==> src/rtl/jleightcap_pkg.sv <==
// jleightcap_pkg: shared types and constants for the instruction feeder
package jleightcap_pkg;
    localparam int INSTR_W = 6;
    localparam logic [INSTR_W-1:0] NOP_INSTR = 6'b000000;
    typedef enum logic [1:0] {IDLE, ISSUE, DRAIN} feeder_state_t;
    function automatic int cnt_w(input int depth);
        return $clog2(depth + 1);
    endfunction
endpackage

==> src/rtl/jleightcap_instr_fifo.sv <==
// jleightcap_instr_fifo: single-clock circular FIFO with occupancy count
module jleightcap_instr_fifo
    import jleightcap_pkg::*;
#(
    parameter int DEPTH = 8,
    parameter int WIDTH = 6
) (
    input  logic                      clk,
    input  logic                      rst,
    input  logic                      push,
    input  logic [WIDTH-1:0]          din,
    input  logic                      pop,
    output logic [WIDTH-1:0]          dout,
    output logic                      full,
    output logic                      empty,
    output logic [cnt_w(DEPTH)-1:0]   count
);
    localparam int AW = $clog2(DEPTH);
    localparam int CW = cnt_w(DEPTH);
    logic [WIDTH-1:0] mem [DEPTH];
    logic [AW-1:0] wp, rp;
    logic do_push, do_pop;
    assign full = count == CW'(DEPTH);
    assign empty = count == '0;
    assign do_push = push && !full;
    assign do_pop = pop && !empty;
    assign dout = mem[rp];
    // storage needs no reset: pointers and count alone define valid contents
    always_ff @(posedge clk) begin
        if (do_push) mem[wp] <= din;
    end
    // pointers wrap on their own because DEPTH is a power of two
    always_ff @(posedge clk) begin
        if (!rst) begin
            wp <= '0;
            rp <= '0;
            count <= '0;
        end else begin
            if (do_push) wp <= wp + AW'(1);
            if (do_pop) rp <= rp + AW'(1);
            count <= count + CW'(do_push) - CW'(do_pop);
        end
    end
endmodule

==> src/rtl/jleightcap_instr_feeder.sv <==
// jleightcap_instr_feeder: buffers a program, streams it to the core, captures the result
module jleightcap_instr_feeder
    import jleightcap_pkg::*;
#(
    parameter int DEPTH = 8,
    parameter int INSTR_W = jleightcap_pkg::INSTR_W,
    parameter int RESULT_LAT = 2
) (
    input  logic                      clk,
    input  logic                      rst,
    input  logic                      wr_valid,
    input  logic [INSTR_W-1:0]        wr_data,
    output logic                      wr_ready,
    input  logic                      start,
    output logic [INSTR_W-1:0]        instr,
    output logic                      instr_valid,
    input  logic [7:0]                core_out,
    output logic                      res_valid,
    output logic [7:0]                res_data,
    output logic                      busy,
    output logic [cnt_w(DEPTH)-1:0]   count
);
    localparam int DW = RESULT_LAT > 1 ? $clog2(RESULT_LAT) : 1;
    localparam logic [INSTR_W-1:0] NOP = INSTR_W'(NOP_INSTR);
    feeder_state_t state, state_n;
    logic [INSTR_W-1:0] head, instr_n;
    logic [7:0] res_n;
    logic [DW-1:0] dcnt, dcnt_n;
    logic iv_n, rv_n, push, pop, full, empty, wr_fire;

    jleightcap_instr_fifo #(.DEPTH(DEPTH), .WIDTH(INSTR_W)) u_fifo (
        .clk(clk),
        .rst(rst),
        .push(push),
        .din(wr_data),
        .pop(pop),
        .dout(head),
        .full(full),
        .empty(empty),
        .count(count)
    );

    assign busy = state != IDLE;
    assign wr_ready = state == IDLE && !full;
    assign wr_fire = wr_valid && wr_ready;

    // sequencer: a write landing on an empty buffer with start bypasses storage
    always_comb begin
        state_n = state;
        instr_n = NOP;
        iv_n = 1'b0;
        rv_n = 1'b0;
        res_n = res_data;
        dcnt_n = dcnt;
        push = wr_fire;
        pop = 1'b0;
        case (state)
            IDLE: if (start && (wr_fire || !empty)) begin
                state_n = ISSUE;
                iv_n = 1'b1;
                instr_n = empty ? wr_data : head;
                pop = !empty;
                push = wr_fire && !empty;
            end
            ISSUE: if (!empty) begin
                pop = 1'b1;
                iv_n = 1'b1;
                instr_n = head;
            end else begin
                dcnt_n = DW'(RESULT_LAT - 1);
                state_n = DRAIN;
            end
            DRAIN: if (dcnt == '0) begin
                res_n = core_out;
                rv_n = 1'b1;
                state_n = IDLE;
            end else begin
                dcnt_n = dcnt - DW'(1);
            end
            default: state_n = IDLE;
        endcase
    end

    // state and registered outputs
    always_ff @(posedge clk) begin
        if (!rst) begin
            state <= IDLE;
            instr <= NOP;
            instr_valid <= 1'b0;
            res_valid <= 1'b0;
            res_data <= 8'h00;
            dcnt <= '0;
        end else begin
            state <= state_n;
            instr <= instr_n;
            instr_valid <= iv_n;
            res_valid <= rv_n;
            res_data <= res_n;
            dcnt <= dcnt_n;
        end
    end
endmodule
==> config.mk <==
export PLATFORM = sky130hd
export DESIGN_NAME = jleightcap_instr_feeder
export DESIGN_NICKNAME = d
export VERILOG_FILES = /design/src/rtl/jleightcap_pkg.sv /design/src/rtl/jleightcap_instr_fifo.sv /design/src/rtl/jleightcap_instr_feeder.sv
export SDC_FILE = /design/constraint.sdc
export NUM_CORES = 1
export LEC_CHECK = 0
export ABC_AREA = 1
export ABC_CLOCK_PERIOD_IN_PS = 2210
export CAP_MARGIN = 20
export CORE_MARGIN = 5
export CORE_UTILIZATION = 50
export DETAILED_ROUTE_END_ITERATION = 6
export PLACE_DENSITY = 0.83
export SYNTH_ARGS = -nofsm -noshare
export SYNTH_HDL_FRONTEND = slang
export SYNTH_SLANG_ARGS = --single-unit
==> constraint.sdc <==
create_clock -name clk -period 2.21 [get_ports clk]
set_input_delay 0.663 -clock clk [delete_from_list [all_inputs] [get_ports clk]]
set_output_delay 0.663 -clock clk [all_outputs]
set_load 0.01 [all_outputs]
Word level (Yosys, flattened, before mapping)

Memory sizes are Yosys's and may differ from the RTL's. A register that Yosys moved wholly into a read port is not among the register bits.
Index checks and enable logic that the tools add are counted.

RAM bits: 48
Memories kept: 1
Output and inout port bits: 22
Flip-flop bits (word level): 29
Input port bits: 18
Word-level logic and storage cells: 62

Eq/ne operators: 6
Muxes and demuxes: 23
Add/sub/neg operators: 5
Reductions and logical operators: 17
Bitwise gates (word level): 1

Memory list:

| memory     | depth | width | read ports | clocked after memory_dff | wr ports | RTL line                    | text |
|---|---|---|---|---|---|---|---|
| u_fifo.mem | 8     | 6     | 1          | 1                        | 1        | jleightcap_instr_fifo.sv:20 | `logic [WIDTH-1:0] mem [DEPTH];` |

Operator list:

| cell                                                | number |
|---|---|
| 2-to-1 mux 6 bit                                    | 3 |
| case mux 6 bit (2 select lines)                     | 1 |
| 2-to-1 mux 1 bit                                    | 10 |
| adder 3 x 1 -> 3 bit, second input constant         | 2 |
| logical AND 1 bit                                   | 6 |
| 2-to-1 mux 2 bit                                    | 3 |
| 2-to-1 mux 3 bit                                    | 2 |
| case mux 1 bit (2 select lines)                     | 3 |
| case mux 2 bit (3 select lines)                     | 1 |
| AND reduction 2 bit                                 | 3 |
| adder 4 x 1 -> 4 bit                                | 1 |
| equality test 4 bit, second input constant          | 1 |
| zero test 4 bit                                     | 1 |
| != test 2 bit, second input constant                | 2 |
| nonzero test 2 bit                                  | 2 |
| subtractor 4 x 1 -> 4 bit                           | 1 |
| AND reduction 3 bit                                 | 1 |
| equality test 2 x 1 -> 1 bit, second input constant | 1 |
| equality test 2 bit, second input constant          | 1 |
| zero test 1 bit                                     | 2 |
| zero test 2 bit                                     | 1 |
| != test 2 x 1 -> 1 bit, second input constant       | 1 |
| logical OR 1 bit                                    | 1 |
| inverter 1 bit                                      | 1 |
| subtractor 1 bit, second input constant             | 1 |

Logic depth before layout (Yosys ltp)

Gate-level depths: netlist (run 1).

Word-level depth: 11
Depth in mapped cells: 11
Gate-level depth less buffers: 11

By module

A second synthesis (run 1) with hierarchy kept.

Cell total of the unflattened synthesis: 399
Area total of the unflattened synthesis: 3,557.2 µm²

Modules (own cells, without submodules):

| module                  | times used | area each (µm²) | cells each | sequential area each (µm²) |
|---|---|---|---|---|
| jleightcap_instr_fifo   | 1          | 2,803.9         | 300        | 1,701.6 |
| jleightcap_instr_feeder | 1          | 753.2           | 99         | 380.4 |

Worst setup path after synthesis (run 1)

Ideal clock, no wire load.

Kind: input to register
From: input start
To: register u_fifo.count[2]
Data arrival time: 2.167 ns
Setup slack: -0.075 ns
Buffers on the path: 1
Cell stages on the path: 9
Library setup time: 0.118 ns
Data required time: 2.092 ns
Path through: buf_2 -> o21ai_0 -> o21ai_2 -> xor2_1 -> ha_1 -> inv_1 -> fa_1 -> xor2_1 -> nor2_1

Word-level cells in the longest chain between the ends: 6
Elaborated cells on any way between the ends: 9
Classes of those cells: add/sub: 2; mux: 4; reduce/logical: 3

Ends and longest elaborated chain:

| item                          | RTL line                      | text |
|---|---|---|
| start, declared               | jleightcap_instr_feeder.sv:14 | `input logic start,` |
| logical AND 1 bit (*)         | jleightcap_instr_feeder.sv:58 | `IDLE: if (start && (wr_fire \|\| !empty)) begin` |
| 2-to-1 mux 1 bit              | jleightcap_instr_feeder.sv:58 |  |
| 2-to-1 mux 1 bit              | jleightcap_instr_feeder.sv:57 | `case (state)` |
| logical AND 1 bit             | jleightcap_instr_fifo.sv:25   | `assign do_push = push && !full;` |
| adder 4 x 1 -> 4 bit          | jleightcap_instr_fifo.sv:41   | `count <= count + CW'(do_push) - CW'(do_pop);` |
| subtractor 4 x 1 -> 4 bit (*) | jleightcap_instr_fifo.sv:41   |  |
| end signal, assigned          | jleightcap_instr_fifo.sv:41   |  |
| end, declared                 | jleightcap_instr_fifo.sv:16   | `output logic [cnt_w(DEPTH)-1:0] count` |

Mark *: on every way between the ends. The rest lies on a longest branch, timed or not.
A chain may end at the register's enable or synchronous reset.

Final worst setup path (run 1)

From: register u_fifo.count[2]
To: output wr_ready

Word-level cells in the longest chain between the ends: 3

Ends and longest elaborated chain:

| item                | RTL line                      | text |
|---|---|---|
| equality test 4 bit | jleightcap_instr_fifo.sv:23   | `assign full = count == CW'(DEPTH);` |
| zero test 1 bit     | jleightcap_instr_feeder.sv:44 | `assign wr_ready = state == IDLE && !full;` |
| logical AND 1 bit   | jleightcap_instr_feeder.sv:44 |  |
| end, declared       | jleightcap_instr_feeder.sv:13 | `output logic wr_ready,` |

No other way between the ends.

==> metrics.cfg, run 1 <==
[run_status]
status = complete, no violations

[pwr]
p_comb_share_pct = 37.5
internal-power_w = 0.00321
powerDensity_nw_per_um2 = 1200
clkPwrFrac_pct = 23.3
p_seq_share_pct = 39.1
power_switching_share_pct = 35.8
p_switching_w = 0.00179
p_leak_nw = 1.63
ir_drop_uv = 753

[synth]
synth.cells.most_frequent = nor2_1, edfxtp_1, inv_1
synth_area_leaders = edfxtp_1, dfxtp_1, nor2_1, inv_1, o21ai_0
synthCells = 334
synth-main-ff-cell = edfxtp_1
synthArstFlopShare_pct = 0
yosys.area.top_type = edfxtp_1
synth-edff-count = 48
yosysTopAreaCellShare_pct = 43.1
ys_seq_elements = 80
synth_most_common_cell = nor2_1
synth_compound_gate_area_share_pct = 12.5
synth_adder_area_share_pct = 3.22
synth_top_family_by_area = simple AND/OR/NAND/NOR gates
synthXorXnorAreaFrac_pct = 0.524
syn-num-nets = 360
synthSimpleGateAreaFrac_pct = 14.5
synthDistinctLibCells = 28
synth-seq-area-share_pct = 62.3
synthesis.area_um2 = 3340
syn_avg_cell_area_um2 = 10.0
synth.mux.area_fraction_pct = 0
yosysWarnings = 0

[drt]
drt_pass1_iterations = 4
vias = 2518
drc_errors = 0
vias_per_cell = 5.28
drtAntennaViolNets = 0
drt-initial-drc-count = 121
drt-total-wl_mm = 7.25
wl_per_cell_um = 15.2

[layout]
multi_input_area_um2 = 1040
stdcell_count = 477
ff_latch_area_um2 = 2080
layout-drive-gt1-share_pct = 14.0
diodes = 0
nFillCells = 489
syn_to_final_growth_pct = 24.8
final_nets = 421
fin_util_pct = 64.9

[sta]
drv_slew = 0
clock_skew_ns = 0.00873
final_hold_viol_count = 0
layout_worst_path_cycle_share_pct = 95.9
max_freq_ghz = 0.472
period_needed_ns = 2.12
setup_violations = 0
holdWs_ns = 0.443
max_slew_margin_pct = 56.4
worstMarginPinSlew_ns = 0.653

[global_routing]
grtUsageTotal_pct = 18.6
grt_max_degree = 25
grt_pass1_wl_mm = 12.3
antenna_found_initial = 0
first_global_vias = 2602
grt_overflow_total = 0

[placement]
place_hpwl_mm = 5.02
placed_cells = 460
gp_congestion = 0.788
portBuffers = 39

[clock_tree]
clock-sinks = 80
cts-root-buf = clkbuf_8
cts_max_path_buffers = 2
cts_tree = built
path_clk_slew_ns = 0.08
numCtsBuffers = 9
cts_max_level = 3
clk_latency_ns = 0.35

[floorplan]
initial_core_util_pct = 52.0
dieHeight_um = 91.8
die-area_um2 = 8420
core_area_um2 = 6420
io_pins = 40
die_x_um = 91.8
rows = 29

[setup_path]
cp_data_arrival_time_ns = 1.46
rr_startpoint = u_fifo.count[2]$_SDFF_PN0_
cp-end-kind = output port
worst_setup_path_start_kind = register
required_ns = 1.55
path_class = register to output port
startpoint = u_fifo.count[2]$_SDFF_PN0_
cp_max_fo = 3

[worst_hold_path]
min_path_type = register to register
worstHoldStart = res_data[0]$_SDFFE_PN0P_

[flow_run]
max-cap-violations = 0

path summary, 6_finish.rpt:
kind / depth (start not counted) / slack (ns) / end
hold / removal: 2 / 0.44 / res_data[0]$_SDFFE_PN0P_
setup / recovery: 4 / 0.09 / wr_ready
setup reg to reg: 10 / 0.12 / u_fifo.count[1]$_SDFF_PN0_
hold reg to reg: 2 / 0.44 / res_data[0]$_SDFFE_PN0P_
cell usage in the layout, fill, tap and decap left out, types with 5 or more instances in the layout:
master            n
o21ai_0          29
nor2_1           57
a21oi_1          25
clkbuf_8          9
o211ai_1         10
nand2_1          31
clkdlybuf4s50_1  36
dfxtp_1          32
buf_4            23
nand3_1          15
nand2_2           6
edfxtp_1         48
ha_1              6
nand4_1           5
inv_1            41
cell type report:
class,instances,area share [%]
flip-flops and latches,80,49.9
multi-input cells,198,24.9
repair buffers,62,13.6
inverters,44,3.96
clock buffers,9,2.97
clock inverters,7,2.31
well taps,77,2.31
flip-flops by register name (all words and copies together), names as in the netlist, named ones only:
name / count
res_data: 8
state: 2
instr: 6
dcnt: 1
u_fifo.count: 4
u_fifo.rp: 3
instr_valid: 1
u_fifo.mem: 48
res_valid: 1
u_fifo.wp: 3
critical path, cell delays in order (launching register included):
cell           delay, ns
dfxtp_1             0.34
inv_1               0.08
ha_1                0.24
a21oi_4             0.16
dlygate4sd2_1       0.29
stage by stage:
step	area, µm²	power, W	setup TNS, ns	setup slack (ns)
final	4170	0.00501	0	0.0903
after global routing	4170	0.00538	-0.00317	-0.00317
after global placement	3930	0.00372	-0.776	-0.256
after detailed placement	3930	0.00381	-1.74	-0.302
after CTS	4150	0.00502	0	0.00895
after floorplan	3350	0.00312	0	0.0169
what timing repair did:
action / CTS / global route
setup endpoints to repair: 2 / 3
setup buffers: 0 / 1
gates resized for setup: 2 / 5
hold endpoints to repair: 0 / 0
pin swaps: 0 / 3
hold buffers: 0 / 0
kinds of logic after synthesis:
| family | after synthesis |
|---|---|
| compound gates | 72 |
| buf+inv | 56 |
| xor+xnor | 2 |
| simple gates | 116 |
| flops | 80 |
| fa+ha+maj | 8 |
metal layers:
layer / share of wire, % / GRT usage, %
met1: 40 / 21.5
met4: 3.0 / 8.54
met3: 4.7 / 4.66
met2: 52 / 32.7
met5: 0 / 0
power groups by stage:
| stage | clock network (W) | registers [W] | logic (W) |
|---|---|---|---|
| finish | 0.00117 | 0.00196 | 0.00188 |
| detailed placement | 0 | 0.00199 | 0.00182 |
| global placement | 0 | 0.00198 | 0.00174 |
| global route | 0.00126 | 0.00199 | 0.00213 |
| CTS | 0.00119 | 0.00196 | 0.00187 |
| floorplan | 0 | 0.00197 | 0.00114 |
Note: power is estimated with default switching activity, not from simulation.
==> run 2, diff against run 1 <==
Settings changed: CAP_MARGIN 20 to not set.
==> results of run 2 <==
Final layout, timing and power as in run 1 (identical DEF).
==> run 3, diff against run 2 <==
Settings changed: CORE_MARGIN 5 to not set.
==> run 3 against run 2 <==
Effect of this change:
- sequential power fell by 2%
- highest routed layer unchanged
- clock skew rose by 0.0032 ns
- critical endpoint is now busy
- global-route usage rose by 3.4 points
- clock-buffer cell count rose by 3
- combinational power barely moved
==> metrics.cfg, run 3 (synthesized netlist as in run 1, its figures left out) <==
[layout]
ff_latch_area_um2 = 2080  ; unchanged
top_regs = u_fifo.mem (48), res_data (8), instr (6)
syn_to_final_growth_pct = 22.9
fin_area_um2 = 4110  ; -1.5%
regMostFlops = u_fifo.mem
largest_register_ffs = 48  ; unchanged
final_common_cell = nor2_1
multi_input_area_um2 = 1030  ; -0.60%
layout_common_cells = nor2_1, edfxtp_1, inv_1
final_nets = 422  ; +0.24%
layout-drive-gt1-share_pct = 12.7  ; -1.3 points
diodes = 0  ; unchanged
nFillCells = 511  ; +4.5%

[global_routing]
first_global_vias = 2563  ; -1.5%
grt_pass1_wl_mm = 11.9  ; -3.5%
grtUsageTotal_pct = 22.1  ; +3.4 points
grt_max_degree = 25  ; unchanged
grt_overflow_total = 0  ; unchanged
antenna_found_initial = 0  ; unchanged

[setup_path]
crit_slowest_cell = clkdlybuf4s50_1
path_depth = 3  ; -1
r2r-end = u_fifo.count[1]$_SDFF_PN0_
cp_data_arrival_time_ns = 1.46  ; about the same
worst_setup_path_start_kind = register
cp_max_fo = 4  ; +1
r2r_cells = 10  ; unchanged
crit_chain = inv_1, nand2_2, clkdlybuf4s50_1
required_ns = 1.55  ; about the same
r2r_setup_slack_ns = 0.15  ; +0.03 ns
rr_startpoint = u_fifo.count[2]$_SDFF_PN0_
path_class = register to output port
cpLargestDelayFamily = buffers and inverters
critical-path-max-stage-delay_ns = 0.55  ; +0.21 ns
cp_num_buf_inv = 2  ; unchanged
cp-end-kind = output port

[sta]
worstMarginPinSlew_ns = 0.682  ; +0.0291 ns
layout_worst_path_cycle_share_pct = 96.1  ; +0.22 points
max_freq_ghz = 0.471  ; -0.23%
max_slew_margin_pct = 54.5  ; -1.9 points
rsz0062_at_grt = false
period_needed_ns = 2.12  ; +0.00485 ns
drv_slew = 0  ; unchanged
setup_violations = 0  ; unchanged
clock_skew_ns = 0.0120  ; +0.00324 ns
final_hold_viol_count = 0  ; unchanged

[clock_tree]
cts-root-buf = clkbuf_8
cts_max_path_buffers = 2  ; unchanged
cts_max_level = 3  ; unchanged
numCtsBuffers = 9  ; unchanged
path_clk_slew_ns = 0.08  ; about the same
clock-sinks = 80  ; unchanged
clk_latency_ns = 0.34  ; about the same
cts_tree = built
holdBufCountCts = 0  ; unchanged

[drt]
vias_per_cell = 5.28  ; about the same
drtAntennaViolNets = 0  ; unchanged
drt_pass1_iterations = 5  ; +1
drt-total-wl_mm = 7.35  ; +1.5%
wl_per_cell_um = 15.4  ; +1.3%
vias = 2525  ; +0.28%
drt-initial-drc-count = 219  ; +81%
drc_errors = 0  ; unchanged

[run_status]
status = complete, no violations

[pwr]
p_leak_nw = 1.59  ; -2.8%
powerDensity_nw_per_um2 = 1140  ; -4.8%
ir_drop_uv = 645  ; -14%
p_total_w = 0.00469  ; -6.2%

[placement]
dpl-instance-area_um2 = 3940  ; +0.19%
gp_congestion = 0.819  ; +4.0%
place_hpwl_mm = 5.19  ; +3.3%
portBuffers = 39  ; unchanged

[flow_run]
max-cap-violations = 0  ; unchanged

[worst_hold_path]
whs_endpoint = res_data[1]$_SDFFE_PN0P_
min_path_cells = 2  ; unchanged
min_path_type = register to register
worstHoldStart = res_data[1]$_SDFFE_PN0P_

[floorplan]
dieHeight_um = 83.8  ; -8.7%
die_x_um = 83.8  ; -8.7%
io_pins = 40  ; unchanged
die-area_um2 = 7010  ; -17%
core_area_um2 = 6390  ; -0.57%
initial_core_util_pct = 52.3  ; +0.30 points
rows = 29  ; unchanged

[run 3: changes by cell type in the layout (fill, tap and decap cells not counted), sizes merged]
cell,delta
clkbuf,+3
bufinv,-2
clkinv,-2
buf,+1
clkdlybuf4s50,+1
clkinvlp,+1
dlymetal6s2s,-1
[run 3: final cells by class]
type                    instances  area share (%)
well taps                      77            2.35
clock inverters                 4           0.548
flip-flops and latches         80            50.7
repair buffers                 63            13.9
inverters                      44            4.02
multi-input cells             198            25.2
clock buffers                  12            3.29
[run 3: what timing repair did]
action	4_1_cts	5_1_grt
setup endpoints to repair	2	1
pin swaps	1	2
resized for setup	1	3
buffers inserted	0	1
[run 3: metrics by stage]
stage                     setup TNS (ns)  setup WS (ns)  hold slack [ns]  instances  util (%)
after floorplan                        0         0.0169            0.448        334         -
after global routing                   0        0.00742            0.466        478      64.3
final                                  0         0.0854            0.447        478      64.3
after CTS                              0         0.0125            0.446        477      64.1
after detailed placement           -2.97         -0.370            0.439        461      61.7
after global placement             -1.21         -0.278            0.429        461      61.7
[run 3: power breakdown]
group | internal (W) | switching, W | leakage [nW] | total [W]
registers | 0.00180 | 0.000116 | 0.696 | 0.00192
clock network | 0.000404 | 0.000488 | 0.0801 | 0.000892
logic | 0.000754 | 0.00113 | 0.811 | 0.00188
total | 0.00296 | 0.00173 | 1.59 | 0.00469
[run 3: worst reg2reg max path, stage by stage (launching register included)]
cell and delay, ns:
dfxtp_1 0.34, inv_1 0.08, ha_1 0.22, inv_1 0.05
o21ai_1 0.07, o21ai_2 0.18, xor2_1 0.20, ha_2 0.21
inv_1 0.05, fa_2 0.51, nor2_1 0.04
[run 3: routing by layer]
layer  track usage [%]  up-vias  share of wire (%)
met2              38.3       91                 51
met1              26.2     1183                 40
met5                 0        -                  0
met3              5.44       10                7.5
li1                  -     1241                  -
met4              9.09        0                1.3
[run 3: how the worst max path moves through the flow]
stage | startpoint | end | slack [ns]
floorplan | start | u_fifo.count[2]$_SDFF_PN0_ | 0.02
global placement | start | u_fifo.count[2]$_SDFF_PN0_ | -0.28
detailed placement | start | u_fifo.count[2]$_SDFF_PN0_ | -0.37
CTS | start | u_fifo.count[2]$_SDFF_PN0_ | 0.01
global route | state[0]$_SDFFE_PN0P_ | busy | 0.007
finish | state[1]$_SDFFE_PN0P_ | busy | 0.09
==> edit 1: new RTL, flow settings as in run 3 <==
Re-encode `feeder_state_t` (3 states) as one-hot, 3 bits wide.
--- a/src/rtl/jleightcap_pkg.sv
+++ b/src/rtl/jleightcap_pkg.sv
@@ -3,5 +3,5 @@
     localparam int INSTR_W = 6;
     localparam logic [INSTR_W-1:0] NOP_INSTR = 6'b000000;
-    typedef enum logic [1:0] {IDLE, ISSUE, DRAIN} feeder_state_t;
+    typedef enum logic [2:0] {IDLE = 3'b001, ISSUE = 3'b010, DRAIN = 3'b100} feeder_state_t;
     function automatic int cnt_w(input int depth);
         return $clog2(depth + 1);
Behaviour: no difference found for any inputs over 10 cycles, from zero or initial values and one cycle with rst low; not proved beyond that.
==> edit 1 against run 3 <==
  * Routed wire length rose by 1.2%
  * Synthesized area increased by 3.9%
  * First-iteration DRC count up 4.6%
  * Setup slack lost 0.0063 ns
  * Final area grew 4.8%
  * Total power is 1.9% higher
  * Fmax is 0.30% lower
  * Sequential cell count rose by 1
  * Clock power up 31%
  * Register-to-register slack got worse by 0.07 ns
  * Critical path type is now flip-flop to flip-flop
==> edit 1: results (changes against run 3) <==
Status: complete, no violations (unchanged)
Critical-path top delay cell: fa_2 (was clkdlybuf4s50_1)
First-pass DRT Iterations: 4 (was 5)
Layout cell share with drive strength beyond 1: 18.9% (was 12.7%)
DRT iter0 DRCs: 229 (was 219)
Storage element area: 2110 um2 (was 2080 um2)
Hold endpoint: res_data[7]$_SDFFE_PN0P_ (was res_data[1]$_SDFFE_PN0P_)
GR Layer Usage met3: 5.74% (was 5.44%)
Sequential area share after synthesis: 60.5% (was 62.3%)
Transition time of the tightest slew-check pin: 0.754 ns (was 0.682 ns)
Inverters: 37 (was 44)
Critical Path Sink: u_fifo.count[1]$_SDFF_PN0_ (was busy)
Multi-input logic cell count: 217 (was 198)
Met3 wire length: 456 um (was 550 um)
Global-route track usage on met1: 24.0% (was 26.2%)
GPL Wtd Cong: 0.818 (was 0.819)
Final HPWL DP: 5130 um (was 5190 um)
Avg Cell Area, Syn: 9.95 um2 (was 10.0 um2)
Clock buffer count: 9 (was 12)
Top post-synthesis cells by area: edfxtp_1 (42%), dfxtp_1 (19%), nand2_1 (7.7%), nand3_1 (7.1%), inv_1 (3.1%) (was edfxtp_1 (43%), dfxtp_1 (19%), nor2_1 (6.4%), inv_1 (4.7%), o21ai_0 (4.5%))
Grt met2 use: 38.4% (was 38.3%)
GRT Total Usage: 22.0% (was 22.1%)
Vias in the first global route: 2658 (was 2563)
Met2 WL: 3830 um (was 3780 um)
FFs & Latches: 81 (was 80)
Crit-path max cell delay: 0.52 ns (was 0.55 ns)
Layout Skew: 0.0142 ns (was 0.0120 ns)
Min Hold Slack: 0.461 ns (was 0.447 ns)
Multi-input gate share of total cell area: 27.4% (was 25.2%)
Placed cells: 474 (was 461)
Nets: 434 (was 422)
Top cells by count, synth: nand2_1 (71), nand3_1 (49), edfxtp_1 (48) (was nor2_1 (57), edfxtp_1 (48), inv_1 (42))
Global-route wire length before repair: 12000 um (was 11900 um)
CP startpoint: u_fifo.count[2]$_SDFF_PN0_ (was state[1]$_SDFFE_PN0P_)
Clk tree area frac: 5.09% (was 3.84%)
Non-Clock Buffer Count: 62 (was 63)
DRT met1 WL: 2870 um (was 2930 um)
Post-CTS resize count: 4 (was 1)
Worst vdd ir: 0.755 mV (was 0.645 mV)
Reg2reg path depth: 11 (was 10)
DR vias/cell: 5.39 (was 5.28)
CP max FO: 3 (was 4)
Filler cells: 512 (was 511)
[edit 1: stage by stage]
stage	TNS, ns	util [%]	total power [W]	worst slack (ns)	instance area (um2)
after floorplan	0	-	0.00299	0.0511	3470
final	0	63.7	0.00479	0.0791	4310
after global routing	-0.00366	63.7	0.00507	-0.00366	4310
after CTS	0	63.1	0.00475	0.0125	4260
after detailed placement	-6.28	59.8	0.00358	-0.325	4040
after global placement	-4.82	59.8	0.00351	-0.247	4040
[edit 1: cell families (layout without fill, tap and decap cells)]
logic type,after synthesis,after routing,share of synthesized area [%]
and+or+nand+nor,166,166,21.9
DFF,81,81,60.5
buffers and inverters,51,115,6.09
AOI/OAI and AO/OA,40,40,7.64
adders and majority gates,8,8,3.10
xor gates and xnor gates,3,3,0.757
[edit 1: report_power, final]
group | internal, W | total, W | switching, W
sequential | 0.00178 | 0.00189 | 0.000108
combinational | 0.000697 | 0.00174 | 0.00104
clock | 0.000635 | 0.00117 | 0.000531
total | 0.00311 | 0.00479 | 0.00168
==> edit 2: new RTL, config.mk and constraints of run 3 <==
Without the edit above. Change the package constant `INSTR_W` from 6 to 12.
--- a/src/rtl/jleightcap_pkg.sv
+++ b/src/rtl/jleightcap_pkg.sv
@@ -1,5 +1,5 @@
 // jleightcap_pkg: shared types and constants for the instruction feeder
 package jleightcap_pkg;
-    localparam int INSTR_W = 6;
+    localparam int INSTR_W = 12;
     localparam logic [INSTR_W-1:0] NOP_INSTR = 6'b000000;
     typedef enum logic [1:0] {IDLE, ISSUE, DRAIN} feeder_state_t;
Ports: changed (resized instr and wr_data); port bits go from 40 to 52. The function was not compared with the original's and may differ.
==> edit 2 against run 3 <==
  * Largest cell class unchanged
  * Highest routed layer unchanged
  * Final area increased by 77%
  * Setup slack got worse by 0.030 ns
  * Total power increased by 86%
  * Clock power increased to 3.0 times the old value
  * Largest power group unchanged
  * Routed wire length increased by 94%
  * Non-clock buffer count increased by 27
  * Synthesized area increased by 74%
  * Sequential cell count increased by 54
  * Critical path type is now input pin to flip-flop
==> edit 2: results (changes against run 3) <==
Worst Path Arrival: 2.51 ns (was 1.46 ns)
DRT iter0 DRCs: 554 (was 219)
GRT Total Usage: 25.7% (was 22.1%)
Met3 wire length: 1300 um (was 550 um)
CP delay by family, top: adder cells (was buffers and inverters)
Synth Area in Adders: 2.07% (was 3.22%)
CP max FO: 2 (was 4)
DRT met1 WL: 5390 um (was 2930 um)
Synth Area in XOR/XNOR: 0.151% (was 0.524%)
Status: complete, no violations (unchanged)
Fin crit share: 97.5% (was 96.1%)
Met2 WL: 6900 um (was 3780 um)
Crit-path max cell delay: 0.43 ns (was 0.55 ns)
Worst slack at placement: -0.349 ns (was -0.370 ns)
Critical-path top delay cell: fa_2 (was clkdlybuf4s50_1)
Layout cell share with drive strength beyond 1: 14.3% (was 12.7%)
Sequential area share after synthesis: 62.8% (was 62.3%)
Buffers on Ports: 51 (was 39)
Final HPWL DP: 9250 um (was 5190 um)
Filler cells: 808 (was 511)
Top cells by count, synth: nand2_1 (138), inv_1 (110), edfxtp_1 (96) (was nor2_1 (57), edfxtp_1 (48), inv_1 (42))
CP startpoint: start (was state[1]$_SDFFE_PN0P_)
Grt met2 use: 42.3% (was 38.3%)
Placed cells: 802 (was 461)
Worst slew margin: 48.1% (was 54.5%)
## edit 2: cell types whose count changed in the layout (fill, tap and decap cells not counted), moves of 6 or more
cell | before | now
a21oi_2 | 1 | 11
buf_4 | 24 | 39
clkbuf_16 | 0 | 19
clkbuf_8 | 9 | 3
clkdlybuf4s50_1 | 37 | 50
edfxtp_1 | 48 | 96
inv_1 | 42 | 108
nand2_1 | 32 | 138
nand3_1 | 15 | 77
nand4_1 | 5 | 12
nor2_1 | 57 | 31
o211ai_1 | 10 | 0
o21ai_0 | 28 | 10
## edit 2: area by class of cell
cell class,instances,area [um2],share of cell area (%)
clock buffers,26,536,7.38
clock inverters,6,36.3,0.500
inverters,115,432,5.95
multi-input cells,323,1630,22.4
flip-flops and latches,134,3640,50.3
well taps,140,175,2.42
repair buffers,90,803,11.1
## edit 2: worst min-delay path by stage
stage / cells past startpoint / slack, ns / end / from
3_5_place_dp: 2 / 0.44 / res_data[2]$_SDFFE_PN0P_ / res_data[2]$_SDFFE_PN0P_
2_1_floorplan: 2 / 0.43 / flip-flop / u_fifo.rp[2]$_SDFFE_PN0P_
6_report: 2 / 0.44 / res_data[4]$_SDFFE_PN0P_ / res_data[4]$_SDFFE_PN0P_
3_3_place_gp: 2 / 0.43 / res_data[1]$_SDFFE_PN0P_ / res_data[1]$_SDFFE_PN0P_
4_1_cts: 2 / 0.45 / res_data[2]$_SDFFE_PN0P_ / res_data[2]$_SDFFE_PN0P_
5_1_grt: 2 / 0.47 / res_data[0]$_SDFFE_PN0P_ / res_data[0]$_SDFFE_PN0P_
## edit 2: report_power, final
group	switching [W]	internal, W
combinational	0.00183	0.00107
sequential	0.000139	0.00302
clock	0.00100	0.00167
total	0.00297	0.00576
